===== src/rtl/stage_pkg.sv =====
// Shared types and constants for the stage progression controller.
package stage_pkg;

    localparam int NUM_STAGES_C = 5;

    typedef enum logic [1:0] {
        IDLE    = 2'd0,
        PLAY    = 2'd1,
        CLEARED = 2'd2,
        WIN     = 2'd3
    } state_e;

    localparam logic [NUM_STAGES_C-1:0] STAGE_NONE = 5'b00000;
    localparam logic [NUM_STAGES_C-1:0] STAGE_ALL  = 5'b11111;

endpackage


===== src/rtl/rise_detect.sv =====
// Registered rising-edge detector: rise_o is high for the cycle where
// d_i is 1 and was 0 at the previous clock edge.
module rise_detect (
    input  logic clk,
    input  logic reset,
    input  logic d_i,
    output logic rise_o
);

    logic d_q;

    always_ff @(posedge clk) begin
        if (reset) begin
            d_q <= 1'b0;
        end else begin
            d_q <= d_i;
        end
    end

    assign rise_o = d_i & ~d_q;

endmodule


===== src/rtl/stage_controller.sv =====
// Game-level progression: start, thermometer stage advance, detector re-arm, win.
// Optional per-stage timeout is built when STAGE_TIMEOUT_EN is defined.
module stage_controller
    import stage_pkg::*;
#(
    parameter int NUM_STAGES     = NUM_STAGES_C,
    parameter int HOLD_CYCLES    = 4,
    parameter int TIMEOUT_CYCLES = 1000
) (
    input  logic                  clk,
    input  logic                  reset,
    input  logic                  start,
    input  logic                  clear,
    output logic [NUM_STAGES-1:0] stage,
    output logic [2:0]            level,
    output logic                  stageReset,
    output logic                  win,
    output logic                  fail
);

    if (HOLD_CYCLES < 1 || HOLD_CYCLES > 255 ||
        TIMEOUT_CYCLES < 2 || TIMEOUT_CYCLES > 1024) begin : g_bad_cfg
        $error("stage_controller: parameter out of range");
    end

    localparam logic [NUM_STAGES-1:0] STAGE_FIRST = 1;

    state_e                state_q, state_d;
    logic [7:0]            hold_q, hold_d;
    logic [NUM_STAGES-1:0] stage_q, stage_d;
    logic [2:0]            level_q, level_d;
    logic                  srst_q, srst_d;
    logic                  win_q, win_d;
    logic                  fail_q, fail_d;
    logic                  clr_rise;
    logic                  timeout;

    rise_detect u_clr_rise (
        .clk    (clk),
        .reset  (reset),
        .d_i    (clear),
        .rise_o (clr_rise)
    );

`ifdef STAGE_TIMEOUT_EN
    logic [9:0] to_q, to_d;

    // Counter is held at zero outside PLAY, so every PLAY entry starts fresh.
    always_comb begin
        to_d = '0;
        if (state_q == PLAY) to_d = to_q + 10'd1;
    end

    always_ff @(posedge clk) begin
        if (reset) to_q <= '0;
        else       to_q <= to_d;
    end

    assign timeout = (state_q == PLAY) &&
                     (to_q == 10'(TIMEOUT_CYCLES - 1));
`else
    assign timeout = 1'b0;
`endif

    always_ff @(posedge clk) begin
        if (reset) begin
            state_q <= IDLE;
            hold_q  <= '0;
            stage_q <= STAGE_NONE;
            level_q <= '0;
            srst_q  <= 1'b1;
            win_q   <= 1'b0;
            fail_q  <= 1'b0;
        end else begin
            state_q <= state_d;
            hold_q  <= hold_d;
            stage_q <= stage_d;
            level_q <= level_d;
            srst_q  <= srst_d;
            win_q   <= win_d;
            fail_q  <= fail_d;
        end
    end

    always_comb begin
        state_d = state_q;
        unique case (state_q)
            IDLE, WIN: if (start) state_d = PLAY;
            PLAY: begin
                if (clr_rise)
                    state_d = (stage_q == STAGE_ALL) ? WIN : CLEARED;
                else if (timeout)
                    state_d = IDLE;
            end
            CLEARED: if (hold_q == 8'd0) state_d = PLAY;
        endcase
    end

    // Registered outputs are computed from the same transition conditions.
    always_comb begin
        hold_d  = hold_q;
        stage_d = stage_q;
        level_d = level_q;
        srst_d  = srst_q;
        win_d   = win_q;
        fail_d  = 1'b0;
        unique case (state_q)
            IDLE, WIN: begin
                if (start) begin
                    stage_d = STAGE_FIRST;
                    level_d = 3'd1;
                    srst_d  = 1'b0;
                    win_d   = 1'b0;
                end
            end
            PLAY: begin
                if (clr_rise) begin
                    srst_d = 1'b1;
                    if (stage_q == STAGE_ALL) win_d = 1'b1;
                    else hold_d = 8'(HOLD_CYCLES - 1);
                end else if (timeout) begin
                    fail_d  = 1'b1;
                    stage_d = STAGE_NONE;
                    level_d = '0;
                    srst_d  = 1'b1;
                end
            end
            CLEARED: begin
                if (hold_q == 8'd0) begin
                    stage_d = {stage_q[NUM_STAGES-2:0], 1'b1};
                    level_d = level_q + 3'd1;
                    srst_d  = 1'b0;
                end else begin
                    hold_d = hold_q - 8'd1;
                end
            end
        endcase
    end

    assign stage      = stage_q;
    assign level      = level_q;
    assign stageReset = srst_q;
    assign win        = win_q;
    assign fail       = fail_q;

endmodule


===== config.mk =====
export PLATFORM = sky130hd
export DESIGN_NAME = stage_controller
export DESIGN_NICKNAME = d
export VERILOG_FILES = /design/src/rtl/stage_pkg.sv /design/src/rtl/rise_detect.sv /design/src/rtl/stage_controller.sv
export SDC_FILE = /design/constraint.sdc
export NUM_CORES = 1
export LEC_CHECK = 0
export ABC_AREA = 1
export CAP_MARGIN = 0
export CORE_MARGIN = 3
export CORE_UTILIZATION = 51
export DETAILED_ROUTE_END_ITERATION = 6
export DONT_BUFFER_PORTS = 1
export PLACE_DENSITY = 0.68
export SKIP_CTS_REPAIR_TIMING = 1
export SYNTH_ARGS = -nofsm -noshare
export SYNTH_HDL_FRONTEND = slang
export SYNTH_HIERARCHICAL = 1
export SYNTH_SLANG_ARGS = --single-unit
export TNS_END_PERCENT = 100

===== constraint.sdc =====
create_clock -name clk -period 1.4 [get_ports clk]
set_input_delay 0.35 -clock clk [delete_from_list [all_inputs] [get_ports clk]]
set_output_delay 0.35 -clock clk [all_outputs]
set_load 0.02 [all_outputs]

==> results of run 1 <==
synthesized netlist by cell type, drive strengths merged:
cell	count	share of area
nand4	3	0.017
ha	5	0.056
o21bai	1	0.0067
a211oi	1	0.0067
buf	2	0.010
nor3	2	0.0090
o21ai	7	0.041
clkinv	1	0.0034
inv	19	0.064
clkbuf	1	0.0034
a21oi	18	0.081
xor2	1	0.0078
dfxtp	21	0.38
nand2	50	0.18
nor2	22	0.076
conb	1	0.0034
xnor2	1	0.0078
nand3	11	0.049
path summary, 6_finish.rpt:
path / startpoint / end / cells after the start
setup reg to reg: hold_q[4] / hold_q[0] / 8
setup / recovery: hold_q[4] / hold_q[0] / 8
hold / removal: reset / hold_q[4] / 1
hold reg to reg: state_q[1] / state_q[1] / 2
logic make-up after synthesis:
family | after synthesis | share of synthesized area
flip-flops | 21 | 0.376
adder cells (fa/ha/maj) | 5 | 0.0560
XOR/XNOR | 2 | 0.0157
buffers and inverters | 23 | 0.0806
other | 1 | 0.00336
AND/OR/NAND/NOR | 88 | 0.333
AO/OA/AOI/OAI | 27 | 0.136
area by class of cell:
type	count	area, sq um	share of cell area
sequential	21	429	0.278
clock buffer	3	22.5	0.0146
multi-input combinational	123	734	0.476
inverter	20	75.1	0.0486
tap	27	33.8	0.0219
timing repair buffer	32	244	0.158
clock inverter	1	5.00	0.00324
state kept, by name, indices dropped and copies added, names as in the netlist:
signal and count:
stage 5, state_q 2, stageReset 1, win 1
level 3, hold_q 8, u_clr_rise/d_q 1
per-layer routing:
metal | vias to the layer above | routed length, microns | global-route usage
met5 | - | 0 | 0
met4 | 0 | 63 | 0.0894
met3 | 7 | 88 | 0.0399
met2 | 24 | 1480 | 0.376
met1 | 531 | 1150 | 0.235
li1 | 596 | - | -
through the flow:
stage / util / std cells / TNS (ps)
after CTS: 0.683 / 224 / -343
after detailed placement: 0.670 / 220 / -175
after global placement: 0.670 / 220 / -23.1
final: 0.764 / 227 / -0.470
after floorplan: - / 167 / 0
after global routing: 0.764 / 227 / -316
report_power, final:
| part | internal, mW | switching, mW |
|---|---|---|
| clock network | 0.107 | 0.193 |
| logic | 0.829 | 1.07 |
| registers | 0.723 | 0.0918 |
worst max-delay path, delay by kind of cell, from the launching register on:
kind,cells,cell delay (ps)
compound gates,1,270
flops,1,360
simple gates,7,670
==> flow_summary.toml, run 1 <==
[clocking]
clock_latency_ps = 310
ctsHtreeMaxLevel = 1
cts.root.buffer_cell = "clkbuf_4"
path_clk_slew_ps = 130
cts_sinks = 21
cts_buffers = 3
cts_tree = "yes"
clock_path_buffers = 2

[grt]
grt_pass1_vias = 1110
grt_max_degree = 19
groute.usage.overall = 0.209
grt_pass1_wl_microns = 4310
antenna_found_initial = 0
grt-ovfl-total = 0

[outcome]
violations = "negative setup slack"
outcome = "complete, but fails checks"

[routing]
wl_per_cell_microns = 12.3
drtIter0Drc = 13
vias = 1158
drtPass1Iterations = 4
vias_per_cell = 5.10
drc = 0
wl_microns = 2790
ant_nets = 0

[placed_design]
numPortBuffers = 0
dpl-instance-area_sq_um = 1350
detailed_place_hpwl_microns = 1900
place.gp.congestion = 0.835
dp_slack_ps = -40.6

[final_layout]
fin_nets = 210
fill_cells = 145
layout-drive-gt1-share = 0.390
n_antenna_cell = 0
final_cell_mix = "41 x nand2_1, 31 x buf_4, 16 x nor2_1, 16 x dfxtp_1, 14 x a21oi_1"
area_delta_synth_final_pct = 38.2
final_area_sq_um = 1540
final_common_cell = "nand2_1"

[worst_setup_path]
crit_required_ps = 1610
r2r_slack_ps = -0.5
cpPeakStageDelay_ps = 360
crit_chain = "nor2_4, nand2_4, o21ai_4, nand2_2, nand2_4, nand2_2, nand2_1, nor2_1"
startpoint_type = "flip-flop"
endpoint_kind = "flip-flop"
crit_fanout = 8
path_class = "flip-flop to flip-flop"
cp.arrival_ps = 1610
crit_slowest_cell = "dfxtp_2"

[logic_synthesis]
avgSynthCellArea_sq_um = 6.69
yosys_warnings = 6
synthCells = 167
synth_nets = 176
ys_ff_latch = 21
synth_area_sq_um = 1120
synth_cell_types = 25
ys_seq_area_frac = 0.376

[floorplanning]
start_util = 0.553
ios = 15
core_area_sq_um = 2020
die_area_sq_um = 2790
die_y_microns = 52.8
rows = 16
dieWidth_microns = 52.8

[min_path]
hp-class = "input pin to flip-flop"

[sta]
fmax_ghz = 0.714
finalMaxSlewViolations = 0
hold_violations = 0
fin_skew_ps = 12.7
period_minus_slack_ps = 1400
rsz0062_at_grt = "yes"
whs_ps = 73.6
period_share = 1.00
setup_viol = 1
fin_ws_ps = -0.470

[power_and_ir_drop]
p_leak_nw = 0.691
power_mw = 3.01
ir_drop_uv = 1460
power_density_nw_per_um2 = 1950

[job]
drv_cap = 0
Power figures use the tool's default switching activity.
==> inputs of run 2 (changes only) <==
--- a/config.mk
+++ b/config.mk
@@ -5,13 +5,12 @@
 export SDC_FILE = /design/constraint.sdc
 export NUM_CORES = 1
 export LEC_CHECK = 0
-export ABC_AREA = 1
 export CAP_MARGIN = 0
 export CORE_MARGIN = 3
-export CORE_UTILIZATION = 51
+export CORE_UTILIZATION = 48
+export CTS_CLUSTER_DIAMETER = 100
 export DETAILED_ROUTE_END_ITERATION = 6
-export DONT_BUFFER_PORTS = 1
-export PLACE_DENSITY = 0.68
+export PLACE_DENSITY = 0.72
 export SKIP_CTS_REPAIR_TIMING = 1
 export SYNTH_ARGS = -nofsm -noshare
 export SYNTH_HDL_FRONTEND = slang
==> run 2 against run 1 <==
- the run still ends with negative setup slack left
- clock skew decreased by 7.7 ps
- critical path depth decreased by 1
- die area increased by 12%
- sequential power increased by 17%
- flip-flop and latch count unchanged
- clock power increased by 5%
- total power increased by 64%
- worst setup slack got worse by 410 ps
- fmax decreased by 23%
- largest power group unchanged
- highest routed layer unchanged
==> flow_summary.toml, run 2 <==
[clocking]
clock_path_buffers = 2
ctsHtreeMaxLevel = 1
cts_tree = "yes"
cts_sinks = 21
cts_buffers = 3
cts.root.buffer_cell = "clkbuf_4"
path_clk_slew_ps = 130
clock_latency_ps = 320

[logic_synthesis]
synth-edff-count = 0
synth-main-ff-cell = "dfxtp_1"
synth_cell_types = 46
synth.top_cells.by_count = "21 x dfxtp_1, 12 x a21oi_1, 8 x o21ai_0"
synth_nets = 140
synthCells = 131
ys_ff_latch = 21
yosys_warnings = 6
yosysTopAreaCell = "dfxtp_1"
ys_seq_area_frac = 0.352
synth_top_cell_area_share = 0.352
synth_area_sq_um = 1190
synthArstFlopShare = 0
yosys-top-cells-area = "dfxtp_1 35%, ha_1 5.2%, a21oi_1 5.0%"
avgSynthCellArea_sq_um = 9.12
synth_most_common_cell = "dfxtp_1"

[routing]
drc = 0
vias = 1410
wl_microns = 4750
vias_per_cell = 6.38
wl_per_cell_microns = 21.5
drtPass1Iterations = 5
drtIter0Drc = 127
ant_nets = 0

[sta]
setup_viol = 20
fin_skew_ps = 5.02
finalMaxSlewViolations = 0
fin_ws_ps = -414
hold_violations = 0
period_share = 1.30
rsz0062_at_grt = "yes"
fmax_ghz = 0.551
period_minus_slack_ps = 1810

[worst_setup_path]
crit_required_ps = 1630
cpPeakStageDelay_ps = 440
ff2ff_path_depth = 7
crit_slowest_cell = "or3_4"
endpoint_kind = "flip-flop"
startpoint_type = "flip-flop"
crit_fanout = 8
r2r-end = "hold_q[1]"
cp.arrival_ps = 2050
path_class = "flip-flop to flip-flop"
r2r_slack_ps = -410
rr_startpoint = "state_q[1]"
crit_chain = "inv_2, ha_4, buf_4, nand3_2, o21bai_4, or3_4, a221oi_2"

[placed_design]
detailed_place_hpwl_microns = 2510
place.gp.congestion = 0.821
dp_slack_ps = -738
numPortBuffers = 13

[final_layout]
final_util = 0.900
n_antenna_cell = 0
layout-drive-gt1-share = 0.622
top_register = "hold_q"
fill_cells = 100
final_cell_mix = "44 x buf_4, 10 x dfxtp_2, 10 x dfxtp_1"
area_delta_synth_final_pct = 71.5
multi_input_area_sq_um = 968
largest_reg_flops = 8
final-seq-area_sq_um = 437
final_common_cell = "buf_4"
fin_nets = 203

[power_and_ir_drop]
ir_drop_uv = 2020
p_leak_nw = 0.909
power_density_nw_per_um2 = 2410
power_mw = 4.94

[min_path]
hold_end = "win"
min_from = "win"
hp-class = "flip-flop to flip-flop"
hold_path_depth = 2

[grt]
grt_pass1_wl_microns = 5720
antenna_found_initial = 0
grt-ovfl-total = 0
grt_pass1_vias = 1275
groute.usage.overall = 0.228
grt_max_degree = 17

[floorplanning]
start_util = 0.525
die_area_sq_um = 3120
core_area_sq_um = 2280
die_y_microns = 55.9
ios = 15
rows = 17
dieWidth_microns = 55.9

[outcome]
outcome = "complete, but fails checks"
violations = "negative setup slack"

[job]
drv_cap = 0
-- run 2: changes by cell type in the layout (fill, tap and decap cells not counted), sizes merged, moves of 6 or more --
| cell | previous run | this run |
|---|---|---|
| buf | 32 | 52 |
| dlymetal6s2s | 0 | 8 |
| inv | 20 | 5 |
| nand2 | 50 | 3 |
| nand3 | 11 | 4 |
| nor2 | 22 | 7 |
| or3b | 0 | 6 |
-- run 2: critical path: cells and delay by family, from the launching register on --
family	cells	cell delay, ps
AND/OR/NAND/NOR	2	540
flip-flops	1	390
AO/OA/AOI/OAI	2	390
buffers and inverters	2	220
adder cells (fa/ha/maj)	1	180
-- run 2: cell families (layout without fill, tap and decap cells) --
family	Yosys count	in the layout	share of synthesized area
simple gates	53	53	0.304
compound gates	34	34	0.197
flops	21	21	0.352
buf+inv	12	74	0.0503
fa+ha+maj	5	5	0.0524
mux	5	5	0.0419
other cells	1	1	0.00314
-- run 2: cell type report --
cell class | count | area share
multi-input cells | 98 | 0.473
clock buffers | 3 | 0.0110
repair buffers | 65 | 0.274
well taps | 28 | 0.0171
flip-flops and latches | 21 | 0.213
clock inverters | 1 | 0.00244
inverters | 5 | 0.0104
-- run 2: metrics by stage --
stage | setup TNS [ps] | std cells | hold slack [ps] | cell area (sq um)
2_1_floorplan | -3070 | 131 | 414 | 1290
3_3_place_gp | -8120 | 213 | 453 | 1760
3_5_place_dp | -9240 | 213 | 465 | 1760
4_1_cts | -9240 | 217 | 480 | 1790
5_1_grt | -7550 | 221 | 525 | 2050
6_report | -6410 | 221 | 500 | 2050
-- run 2: how the worst max path moves through the flow --
stage               start         end  cells past startpoint
3_3_place_gp        clear   hold_q[7]                      7
3_5_place_dp        clear   hold_q[5]                      7
5_1_grt         hold_q[1]  state_q[0]                      7
4_1_cts        state_q[1]   hold_q[5]                      7
6_report       state_q[1]   hold_q[1]                      7
2_1_floorplan   hold_q[1]    level[2]                      6
-- run 2: layer usage --
layer | global-route usage | up-vias | share of wire
met5 | 0 | - | 0
met4 | 0.0746 | 0 | 0.046
met3 | 0.0371 | 29 | 0.063
met2 | 0.394 | 94 | 0.47
met1 | 0.287 | 675 | 0.42
li1 | - | 612 | -
-- run 2: power by group --
group | internal (mW) | switching (mW) | total [mW] | leakage [nW]
Combinational | 1.88 | 1.79 | 3.67 | 0.715
Clock | 0.107 | 0.209 | 0.316 | 0.0177
Sequential | 0.804 | 0.150 | 0.954 | 0.177
